--- config.mk ---
export PLATFORM = sky130hd
export DESIGN_NAME = dtw_core_sequencer
export DESIGN_NICKNAME = d
export VERILOG_FILES = /design/src/rtl/dtw_core_sequencer.sv
export SDC_FILE = /design/constraint.sdc
export NUM_CORES = 2
export LEC_CHECK = 0
export CELL_PAD_IN_SITES_DETAIL_PLACEMENT = 1
export CELL_PAD_IN_SITES_GLOBAL_PLACEMENT = 2
export CORE_UTILIZATION = 45
export DETAILED_ROUTE_END_ITERATION = 7
export GPL_TIMING_DRIVEN = 0
export PLACE_DENSITY_LB_ADDON = 0.05
export SLEW_MARGIN = 20
export SYNTH_ARGS = -nofsm -noshare
export SYNTH_HDL_FRONTEND = slang
export SYNTH_SLANG_ARGS = --single-unit
--- constraint.sdc ---
create_clock -name clk -period 4 [get_ports clk]
set_clock_uncertainty 0.2 [all_clocks]
set_input_delay 0.8 -clock clk [delete_from_list [all_inputs] [get_ports clk]]
set_output_delay 0.8 -clock clk [all_outputs]
set_load 0.005 [all_outputs]
--- src/rtl/dtw_core_sequencer.sv ---
// dtw_core_sequencer
// Job sequencer sitting in front of dtw_core_datapath. A job clears the core,
// buffers one query squiggle from a valid/ready stream, then streams reference
// samples from a 1-cycle-latency read port while keeping the core running, and
// finally hands the core's minimum cost and end position back on a valid/ready
// result port.
//
// Ports:
//   clk, rst             clock, synchronous active-high reset
//   start                job request (honoured in IDLE only)
//   ref_base, ref_len    reference window, captured on accepted start
//   q_data/q_valid/q_ready  query sample stream (accepted in LOADQ only)
//   ref_addr/ref_en      reference read request
//   ref_rdata            read data, one cycle after ref_en
//   core_*               drive / observe the DTW core
//   res_valid/res_ready  result handshake, res_minval/res_position payload
//   busy                 high whenever a job is in flight
module dtw_core_sequencer #(
  parameter int unsigned width    = 16,
  parameter int unsigned SQG_SIZE = 250,
  parameter int unsigned ADDR_W   = 32
) (
  input  logic              clk,
  input  logic              rst,
  input  logic              start,
  input  logic [ADDR_W-1:0] ref_base,
  input  logic [31:0]       ref_len,
  input  logic [width-1:0]  q_data,
  input  logic              q_valid,
  output logic              q_ready,
  output logic [ADDR_W-1:0] ref_addr,
  output logic              ref_en,
  input  logic [width-1:0]  ref_rdata,
  output logic              core_rst,
  output logic              core_running,
  output logic [width-1:0]  core_squiggle,
  output logic [width-1:0]  core_rword,
  output logic [31:0]       core_ref_len,
  input  logic              core_done,
  input  logic [width-1:0]  core_minval,
  input  logic [31:0]       core_position,
  output logic              res_valid,
  input  logic              res_ready,
  output logic [width-1:0]  res_minval,
  output logic [31:0]       res_position,
  output logic              busy
);

  // Counter widths: scnt must be able to reach SQG_SIZE, the buffer index does not.
  localparam int unsigned QW = $clog2(SQG_SIZE + 1);
  localparam int unsigned IW = (SQG_SIZE > 1) ? $clog2(SQG_SIZE) : 1;

  typedef enum logic [2:0] {
    S_IDLE,
    S_CLEAR,
    S_LOADQ,
    S_PREF,
    S_RUN,
    S_SETTLE,
    S_RESULT
  } state_t;

  state_t state;
  state_t state_nxt;

  logic [ADDR_W-1:0] base_q;
  logic [31:0]       len_q;
  logic [QW-1:0]     qcnt;
  logic [QW-1:0]     scnt;
  logic [31:0]       rcnt;
  logic              settle_second;
  logic              pend;
  logic [width-1:0]  qbuf [SQG_SIZE];

  // State register
  always_ff @(posedge clk) begin
    if (rst) begin
      state <= S_IDLE;
    end else begin
      state <= state_nxt;
    end
  end

  // Next-state and output decode; everything collapses to reset values while rst is high
  always_comb begin
    state_nxt     = state;
    core_rst      = rst;
    q_ready       = 1'b0;
    ref_en        = 1'b0;
    ref_addr      = '0;
    core_running  = 1'b0;
    core_squiggle = '0;
    core_rword    = '0;
    res_valid     = 1'b0;

    if (!rst) begin
      case (state)
        S_IDLE: begin
          if (start) begin
            state_nxt = S_CLEAR;
          end
        end

        S_CLEAR: begin
          core_rst  = 1'b1;
          state_nxt = (len_q == 32'd0) ? S_RESULT : S_LOADQ;
        end

        S_LOADQ: begin
          q_ready = 1'b1;
          if (q_valid && (qcnt == QW'(SQG_SIZE - 1))) begin
            state_nxt = S_PREF;
          end
        end

        // Prime the read pipe so reference sample 0 lands on the first RUN cycle
        S_PREF: begin
          ref_en    = 1'b1;
          ref_addr  = base_q;
          state_nxt = S_RUN;
        end

        S_RUN: begin
          // Unread positions are padded with all ones so they never look like a match
          core_rword = pend ? ref_rdata : '1;
          if (scnt < QW'(SQG_SIZE)) begin
            core_squiggle = qbuf[IW'(scnt)];
          end
          if (rcnt < len_q) begin
            ref_en   = 1'b1;
            ref_addr = base_q + ADDR_W'(rcnt);
          end
          if (core_done) begin
            state_nxt = S_SETTLE;
          end else begin
            core_running = 1'b1;
          end
        end

        // Two idle cycles let the core's minimum register finish its last update
        S_SETTLE: begin
          if (settle_second) begin
            state_nxt = S_RESULT;
          end
        end

        S_RESULT: begin
          res_valid = 1'b1;
          if (res_ready) begin
            state_nxt = S_IDLE;
          end
        end

        default: begin
          state_nxt = S_IDLE;
        end
      endcase
    end
  end

  assign busy         = (state != S_IDLE);
  assign core_ref_len = len_q;

  // Job registers, counters and result capture
  always_ff @(posedge clk) begin
    if (rst) begin
      base_q        <= '0;
      len_q         <= '0;
      qcnt          <= '0;
      scnt          <= '0;
      rcnt          <= '0;
      settle_second <= 1'b0;
      pend          <= 1'b0;
      res_minval    <= '1;
      res_position  <= '0;
    end else begin
      // A read issued this cycle returns data next cycle
      pend <= ref_en;
      case (state)
        S_IDLE: begin
          if (start) begin
            base_q <= ref_base;
            len_q  <= ref_len;
          end
        end

        S_CLEAR: begin
          qcnt          <= '0;
          scnt          <= '0;
          rcnt          <= '0;
          settle_second <= 1'b0;
          // Empty reference: report "no match" without running the core
          if (len_q == 32'd0) begin
            res_minval   <= '1;
            res_position <= '0;
          end
        end

        S_LOADQ: begin
          if (q_valid && q_ready) begin
            qcnt <= qcnt + QW'(1);
          end
        end

        S_PREF: begin
          rcnt <= 32'd1;
        end

        S_RUN: begin
          if (ref_en) begin
            rcnt <= rcnt + 32'd1;
          end
          if (scnt < QW'(SQG_SIZE)) begin
            scnt <= scnt + QW'(1);
          end
        end

        S_SETTLE: begin
          settle_second <= ~settle_second;
          if (settle_second) begin
            res_minval   <= core_minval;
            res_position <= core_position;
          end
        end

        default: begin
        end
      endcase
    end
  end

  // Query buffer; contents are meaningless until reloaded, so no reset is needed
  always_ff @(posedge clk) begin
    if ((state == S_LOADQ) && q_valid && q_ready) begin
      qbuf[IW'(qcnt)] <= q_data;
    end
  end

endmodule

==> flow_metrics.env <==
export IMPL_outcome="complete, but fails checks"
export IMPL_violations="max-capacitance violations, max-slew violations, negative setup slack"
export IMPL_synthCells=7700
export IMPL_routabilityCongestion=1.027
export IMPL_first_global_vias=90066
export IMPL_min_path_cells=1
export IMPL_drtIter0Drc=15378
export IMPL_ys_flop_type="edfxtp_1"
export IMPL_hpwl_um=445800
export IMPL_setup_violations=143
export IMPL_route_antenna_remaining_nets=0
export IMPL_clk_latency_ns=1.01
export IMPL_critical_path_max_stage_delay_ns=0.59
export IMPL_yosys_cell_types_count=68
export IMPL_yosys_top_cells_area="edfxtp_1, mux4_2, dfxtp_1"
export IMPL_period_share=1.518
export IMPL_synth_top_area_frac=0.7375
export IMPL_wl_per_cell_um=45.61
export IMPL_crit_path_start_kind="flip-flop"
export IMPL_rr_endpoint="qbuf[44][8]$_DFFE_PP_"
export IMPL_fillers=30204
export IMPL_track_usage=0.3483
export IMPL_max_freq_mhz=164.7
export IMPL_cts_sinks=4173
export IMPL_ys_async_sr_fraction=0
export IMPL_vias=92095
export IMPL_required_ns=3.00
export IMPL_worstPathMaxFanout=10
export IMPL_met2_length_um=286200
export IMPL_finalNetCount=9144
export IMPL_cp_arrival_ns=5.07
export IMPL_syn_nets=7919
export IMPL_vias_per_cell=6.543
export IMPL_post_route_min_period_ns=6.071
export IMPL_path_clk_slew_ns=0.06
export IMPL_die_w_um=603.6
export IMPL_fin_ws_ns=-2.071
export IMPL_cts_tree="done"
export IMPL_tightestPinTransition_ns=1.538
export IMPL_power_per_cell_area_nw_per_um2=456.4
export IMPL_rrSetupSlack_ns=-0.06
export IMPL_cts_max_path_buffers=4
export IMPL_crit_type="reg -> out"
export IMPL_dpl_cell_count=13045
export IMPL_yosysMostFrequentCell="edfxtp_1"
export IMPL_placementRows=220
export IMPL_drt_total_wl_um=642000
export IMPL_r2r_start="qcnt[5]$_SDFFE_PP0P_"
export IMPL_drive_above_1_share=0.3572
export IMPL_grt_pass1_wl_um=835400
export IMPL_yosys_warnings=0
export IMPL_ys_ff_latch=4173
export IMPL_setup_worst_path_end_class="output pin"
export IMPL_worstHoldPathType="in -> reg"
export IMPL_final_cells=14075
export IMPL_dr_pass1_iters=6
export IMPL_min_from="q_data[7]"
export IMPL_antenna_found_initial=48
export IMPL_pre_cts_slack_ns=-3.236
export IMPL_synth_commonest_cells="edfxtp_1, mux4_2, nor2_1"
export IMPL_highest_layer="met5"
export IMPL_die_h_um=603.6
export IMPL_synth_avg_cell_area_sq_um=21.15
export IMPL_core_sq_um=359800
export IMPL_start_util=0.4527
export IMPL_post_synth_top_area_cell="edfxtp_1"
export IMPL_pin_count=300
export IMPL_min_to="qbuf[186][7]$_DFFE_PP_"
export IMPL_synthesis_area_sq_um=162900
export IMPL_worstRegToRegCells=5
export IMPL_path_cells="buf_6 -> buf_12 -> buf_4 -> buf_16 -> and2_1 -> a22oi_1 -> a21oi_1 -> a21oi_1 -> o21ai_1 -> nor4_4 -> nor4_4 -> clkdlybuf4s50_1"
export IMPL_grt_max_degree=135
export IMPL_portBuffers=298
export IMPL_route_detailed_drc=0
export IMPL_synth_edff_count=4000
export IMPL_syn_to_final_growth_pct=23.84
export IMPL_die_area_sq_um=364400
export IMPL_power_leakage_nw=62.06
export IMPL_vdd_ir_drop_max_mv=0.3983
export IMPL_htreeDepth=5
export IMPL_met1Wirelength_um=241500
export IMPL_slowest_stage="clkdlybuf4s50_1"
export IMPL_met3_length_um=79970
export IMPL_rsz0062_at_grt="yes"
export IMPL_drv_slew=5
export IMPL_relSlewSlack=-0.02763
export IMPL_cts_buffers=440
export IMPL_root_buffer="clkbuf_16"
export IMPL_drv_cap=1
export IMPL_final_hold_viol_count=0
export IMPL_overflow=0
export IMPL_seq_area_frac_synth=0.7587
per-layer routing:
metal,vias up,GRT usage
li1,34844,-
met4,28,0.1523
met5,-,0
met3,1180,0.1135
met2,5952,0.5180
met1,50091,0.4719
worst max path at each step:
stage / end / startpoint / slack [ns] / cells after the start
6_report: core_squiggle[4] / flip-flop / -2.07 / 12
5_1_grt: core_squiggle[4] / flip-flop / -1.98 / 12
4_1_cts: core_squiggle[13] / flip-flop / -2.02 / 10
3_5_place_dp: core_squiggle[10] / flip-flop / -3.24 / 10
3_3_place_gp: qbuf[102][9]$_DFFE_PP_ / q_data[9] / -6.51 / 1
2_1_floorplan: qbuf[175][0]$_DFFE_PP_ / rst / 0.07 / 7
worst max-delay path: cells and delay by family (launching register included):
kind,cells,cell delay (ns)
compound gates,4,0.87
buf+inv,5,1.73
flops,1,0.47
simple gates,3,0.91
power breakdown:
group / switching, W / internal [W] / total, W
clock: 0.0178 / 0.0234 / 0.0411
combinational: 0.00191 / 0.000964 / 0.00288
sequential: 0.000136 / 0.0479 / 0.0481
registers in the layout, summed over array words and instances, names as in the netlist, named ones only:
name and cells:
qcnt 8, core_ref_len 32, base_q 32, scnt 8
settle_second 1, state 3, rcnt 32, res_position 32
pend 1, res_minval 16, qbuf 4000
placed cells by master, fill, tap and decap left out, types with 30 or more instances in the layout:
| cell | instances |
|---|---|
| clkbuf_16 | 449 |
| clkbuf_2 | 90 |
| nor2_1 | 126 |
| dfxtp_4 | 31 |
| bufinv_16 | 44 |
| clkdlybuf4s50_1 | 239 |
| buf_6 | 102 |
| clkinv_1 | 101 |
| clkbuf_1 | 166 |
| inv_1 | 64 |
| a21oi_1 | 201 |
| mux2i_1 | 89 |
| mux4_2 | 1156 |
| buf_16 | 165 |
| nor3_1 | 33 |
| nand2_1 | 299 |
| edfxtp_1 | 4000 |
| a211oi_2 | 30 |
| nor2_4 | 243 |
| nand3_1 | 62 |
| buf_8 | 71 |
| clkbuf_4 | 38 |
| a22o_1 | 37 |
| buf_2 | 46 |
| o21ai_0 | 31 |
| clkinv_2 | 75 |
| a22oi_2 | 30 |
| buf_12 | 211 |
| buf_4 | 147 |
| dfxtp_1 | 113 |
| ha_1 | 41 |
| a22oi_1 | 75 |
stage by stage:
stage	power (W)	area, sq um	util	TNS [ns]	hold WS (ns)
floorplan	0.04981	162900	-	0	0.2483
global placement	0.05182	171800	0.4777	-	0.2400
detailed placement	0.05154	180100	0.5005	-5443.99	0.2499
CTS	0.09209	197500	0.5490	-2603.93	0.0007601
global route	0.09391	201700	0.5606	-50.32	0.04034
finish	0.09206	201700	0.5607	-46.93	0.01255
area by class of cell:
cell class	instances	area [sq um]	share of cell area
diodes	10	25.02	0.0001241
plain buffers	434	4534	0.02248
clock buffers	547	11600	0.05749
clock inverters	262	2643	0.01310
inverters	69	267.8	0.001327
multi-input cells	3016	41180	0.2042
flip-flops and latches	4173	123700	0.6134
well taps	4773	5972	0.02961
repair buffers	791	11760	0.05831
cells by family (layout without fill, tap and decap cells):
group / Yosys count / after routing / synth area share
flip-flops: 4173 / 4173 / 0.7587
multiplexers: 1270 / 1270 / 0.1669
AO/OA/AOI/OAI: 685 / 685 / 0.02779
AND/OR/NAND/NOR: 956 / 956 / 0.02507
adder cells (fa/ha/maj): 69 / 69 / 0.005347
other: 0 / 10 / 0
XOR/XNOR: 36 / 36 / 0.001936
buffers and inverters: 511 / 2103 / 0.01427
repair_timing:
item,in CTS,in global routing
endpoints found under the setup margin,3783,3873
setup buffers,13,193
hold endpoints to repair,146,0
hold buffers,8,0
cloned,1,5
pin swaps,22,163
gates resized for setup,830,575
No activity file was read; power rests on OpenSTA's default activity.
